--- config.mk ---
export PLATFORM = sky130hd
export DESIGN_NAME = fifo_collect
export DESIGN_NICKNAME = d
export VERILOG_FILES = /design/src/rtl/fifo_collect.sv
export SDC_FILE = /design/constraint.sdc
export NUM_CORES = 1
export LEC_CHECK = 0
export CAP_MARGIN = 20
export CORE_MARGIN = 4
export CORE_UTILIZATION = 24
export CTS_BUF_LIST = sky130_fd_sc_hd__clkbuf_8
export CTS_CLUSTER_SIZE = 8
export DETAILED_ROUTE_END_ITERATION = 6
export GPL_TIMING_DRIVEN = 0
export HOLD_SLACK_MARGIN = 0.1
export PLACE_DENSITY = 0.5
export SLEW_MARGIN = 5
export SYNTH_ARGS = -nofsm -noshare
export SYNTH_HDL_FRONTEND = slang
export SYNTH_SLANG_ARGS = --single-unit
--- constraint.sdc ---
create_clock -name clk -period 5.95 [get_ports clk]
set_input_delay 1.19 -clock clk [delete_from_list [all_inputs] [get_ports clk]]
set_output_delay 1.19 -clock clk [all_outputs]
set_load 0.005 [all_outputs]
--- src/rtl/fifo_collect.sv ---
// fifo_collect: serial-in/parallel-out collector that drops SKIP leading samples,
// then shifts DEPTH samples into q (q[0] = first) and holds them until clr/rst.
module fifo_collect #(
    parameter int DEPTH = 8,
    parameter int BITS  = 8,
    parameter int SKIP  = 8
) (
    input  logic                   clk,
    input  logic                   rst,
    input  logic                   clr,
    input  logic                   en,
    input  logic signed [BITS-1:0] d,
    output logic signed [BITS-1:0] q [DEPTH],
    output logic                   valid,
    output logic                   overrun
);
    localparam int MX = (SKIP > DEPTH) ? SKIP : DEPTH;
    localparam int CW = $clog2(MX + 1);
    localparam logic [CW-1:0] SKIP_LAST  = CW'((SKIP == 0) ? 0 : SKIP - 1);
    localparam logic [CW-1:0] DEPTH_LAST = CW'(DEPTH - 1);

    typedef enum logic [1:0] {SKIP_ST, FILL_ST, DONE_ST} state_t;
    localparam state_t INIT = (SKIP == 0) ? FILL_ST : SKIP_ST;

    state_t                 r_state, w_state;
    logic [CW-1:0]          r_cnt, w_cnt;
    logic signed [BITS-1:0] r_q [DEPTH];
    logic                   r_valid, r_ovr;

    always_comb begin
        w_state = r_state;
        w_cnt   = r_cnt;
        if (clr) begin
            w_state = INIT;
            w_cnt   = '0;
        end else if (en && r_state == SKIP_ST) begin
            w_state = (r_cnt == SKIP_LAST) ? FILL_ST : SKIP_ST;
            w_cnt   = (r_cnt == SKIP_LAST) ? '0 : r_cnt + 1'b1;
        end else if (en && r_state == FILL_ST) begin
            w_state = (r_cnt == DEPTH_LAST) ? DONE_ST : FILL_ST;
            w_cnt   = (r_cnt == DEPTH_LAST) ? '0 : r_cnt + 1'b1;
        end
    end

    always_ff @(posedge clk or posedge rst) begin
        if (rst) begin
            r_state <= INIT;
            r_cnt   <= '0;
            r_valid <= 1'b0;
            r_ovr   <= 1'b0;
            for (int i = 0; i < DEPTH; i++) r_q[i] <= '0;
        end else begin
            r_state <= w_state;
            r_cnt   <= w_cnt;
            r_valid <= (w_state == DONE_ST);
            r_ovr   <= clr ? 1'b0 : (r_ovr | (en && r_state == DONE_ST));
            if (clr) begin
                for (int i = 0; i < DEPTH; i++) r_q[i] <= '0;
            end else if (en && r_state == FILL_ST) begin
                // shift toward index 0 so the first collected sample lands in q[0]
                for (int i = 0; i < DEPTH - 1; i++) r_q[i] <= r_q[i+1];
                r_q[DEPTH-1] <= d;
            end
        end
    end

    assign q       = r_q;
    assign valid   = r_valid;
    assign overrun = r_ovr;
endmodule
==> results by group <==
Outcome
  • Result of the run: complete, no violations

Pwr
  • Portion of total power attributed to sequential cells: 49.3%
  • P_sw: 0.000209 W
  • Power Density: 243 nW/um^2
  • Power Total: 0.000998 W
  • Worst vdd rail ir drop: 0.0959 mV
  • Clock power share: 47.4%
  • Combinational share of power: 3.3%
  • Cell-internal power: 0.000789 W
  • Leak: 1.64 nW
  • Proportion of total power due to net switching: 20.9%

Route
  • Drt total wl: 7650 um
  • Average detailed-routed wire length per instance: 13.9 um
  • Pre-Repair DR Iteration Count: 4
  • Vias per Instance: 4.39
  • Via total after detailed routing: 2,408
  • DR iter-0 viols: 102
  • DRC: 0
  • Number of antenna-violating nets in the routed design: 0

STA
  • Final setup skew: 0.00970 ns
  • Post-route fraction of the period consumed by the critical path: 41.3%
  • Relative slew slack: 68.8%
  • Final number of max-transition violations: 0
  • Final critical path time including I/O delays and setup: 2.46 ns
  • Setup repair after global routing missed its margin: false
  • Aggregate negative setup slack: 0 ns
  • Maximum clock frequency: 407 MHz
  • Hold violation count in the final report: 0
  • Setup violation total in the final timing report: 0
  • Tightest Pin Transition: 0.467 ns
  • Final Worst Setup Slack: 3.49 ns

Layout
  • P&R area growth vs syn: 41.8%
  • Final core utilization: 35.4%
  • Number of diodes added for antenna fixing: 0
  • Area of all sequential standard cells: 1800 um^2
  • Area taken by multi-input logic gates: 970 um^2
  • Fillcell total: 1,209
  • Final layout net count: 415
  • Finished Layout Cells: 549
  • Layout cell share with drive strength beyond 1: 8.13%

Global route
  • Total global-route track usage: 11.3%
  • Largest net degree at the start of global routing: 65
  • Vias in the first global route: 2,527
  • Overall overflow remaining after global route: 0
  • Antenna violations before repair: 0
  • First-pass GRT wire length: 12,800 um

Yosys
  • Post-synthesis sequential area ratio: 62.1%
  • Post-synthesis instance area: 2900 um^2
  • Net Count, Synth: 327
  • Avg Cell Area, Syn: 9.24 um^2
  • Syn. warnings: 0
  • Cells after Synth: 314
  • FF+latch count, synth: 72
  • Number of distinct library cells after synthesis: 21

Critical path
  • Cell family with most CP delay: buffers and inverters
  • Critical path start-end classification: flip-flop to primary output
  • Cell type of the slowest stage on the worst timing path: clkdlybuf4s50_1
  • Count of buffering cells on the critical path with inverters included: 1
  • Cell Chain, Critical Path: clkdlybuf4s50_1
  • CP peak stage delay: 0.53 ns
  • CP arrival: 1.27 ns
  • Required time worst endpoint: 4.76 ns
  • Crit path capture type: primary output
  • Crit-path max FO: 3
  • Startpoint Class: flip-flop

Place
  • Detailed Place HPWL: 5550 um
  • RePlAce Congestion: 0.742
  • Cells after DPL: 534
  • Worst setup slack after placement: 3.24 ns
  • IO Port Bufs: 76

Clock tree
  • TritonCTS sink count: 72
  • Clock tree from TritonCTS: done
  • Root buffer cell: clkbuf_8
  • Clock latency reported for the late side of the worst-skew pair: 0.34 ns
  • Register clock-pin slew on the reported worst setup and hold paths: 0.08 ns
  • H-tree lvl count: 3
  • Hold bufs inserted after CTS: 0
  • Post-CTS Setup Repair Bufs: 0
  • Max Buffers Root-to-Sink: 2
  • Post_cts resized: 0
  • Number of CTS-inserted buffers: 9

Die
  • Area of the die: 13,900 um^2
  • Floorplan row count: 39
  • I/O pin total: 78
  • Area of the core: 11,600 um^2
  • Die Height: 118 um
  • Chip width: 118 um
  • Initial core utilization: 25.0%

Job
  • Max Cap Violations: 0

Min path
  • Hold Path Class: flip-flop to flip-flop
-- metrics by stage --
stage | instance area [um^2] | hold WS (ns)
after floorplan | 2900 | 0.486
after global placement | 3840 | 0.505
after detailed placement | 3870 | 0.517
after CTS | 4110 | 0.528
after global routing | 4110 | 0.557
final | 4110 | 0.521
-- kinds of logic (layout without fill, tap and decap cells) --
| kind of cell | Yosys count | count (layout) | synth area share [%] |
|---|---|---|---|
| and+or+nand+nor | 142 | 142 | 19.7 |
| DFF | 72 | 72 | 62.1 |
| AOI/OAI and AO/OA | 71 | 71 | 12.4 |
| buffers and inverters | 25 | 117 | 4.44 |
| xor gates and xnor gates | 2 | 2 | 0.604 |
| adders and majority gates | 1 | 1 | 0.431 |
| muxes | 1 | 1 | 0.345 |
-- placed cells by master, fill, tap and decap left out, types with 3 or more instances in the layout --
cell / n
nand2_1: 130
clkdlybuf4s50_1: 76
dfrtp_1: 72
a21oi_1: 68
clkbuf_8: 10
clkbuf_1: 8
buf_4: 7
buf_2: 7
nor2_1: 4
bufinv_16: 3
-- state kept, by name, summed over array words and instances, names as in the netlist --
name     flops
q           64
r_cnt        4
r_state      2
overrun      1
valid        1
-- routing by layer --
metal	GRT usage (%)	wire, um	vias to the layer above
li1	-	-	1193
met1	14.0	3510	1131
met2	17.4	3350	72
met3	4.61	622	12
met4	4.62	166	0
met5	0	0	-
-- power groups by stage --
stage	Clock [W]	Sequential [W]	Combinational, W
after global placement	0	0.000501	0.0000313
after floorplan	0	0.000501	0.0000173
after detailed placement	0	0.000501	0.0000343
final	0.000473	0.000492	0.0000328
after global routing	0.000506	0.000492	0.0000376
after CTS	0.000485	0.000492	0.0000344
-- synth_stat cells, drive strengths merged --
cell | count | share of area [%]
xor2 | 2 | 0.60
clkbuf | 8 | 1.0
ha | 1 | 0.43
and3b | 1 | 0.35
nand3b | 2 | 0.52
o31ai | 1 | 0.26
nand2 | 130 | 17
or4b | 1 | 0.35
inv | 3 | 0.39
nor2 | 4 | 0.52
buf | 14 | 3.0
o21ai | 1 | 0.17
mux2i | 1 | 0.35
dfrtp | 72 | 62
or4 | 1 | 0.26
a21oi | 68 | 12
nand2b | 1 | 0.47
a31oi | 1 | 0.22
nand3 | 1 | 0.17
or3 | 1 | 0.22
-- tightest hold or removal path: cells and delay by family (launching register included) --
kind | cells | cell delay (ns)
flip-flops | 1 | 0.38
AND/OR/NAND/NOR | 1 | 0.06
AO/OA/AOI/OAI | 1 | 0.05
-- path summary, 6_finish.rpt --
path	startpoint	to	slack, ns	cells past startpoint
worst max-delay path	q[43]	q[43]	3.49	1
worst min-delay path	q[59]	q[59]	0.52	2
worst max register to register	r_state[1]	q[10]	4.56	5
worst min register to register	q[59]	q[59]	0.52	2
max in group asynchronous	rst	q[59]	4.32	3
min in group asynchronous	rst	q[4]	1.10	2
-- final cells by class --
type                    instances  area share, %
plain buffers                  22           2.86
clock buffers                  10           3.35
clock inverters                 5           2.56
inverters                       3          0.335
multi-input cells             217           23.6
flip-flops and latches         72           43.8
well taps                     143           4.35
repair buffers                 77           19.2
No activity file was read; power rests on OpenSTA's default activity.
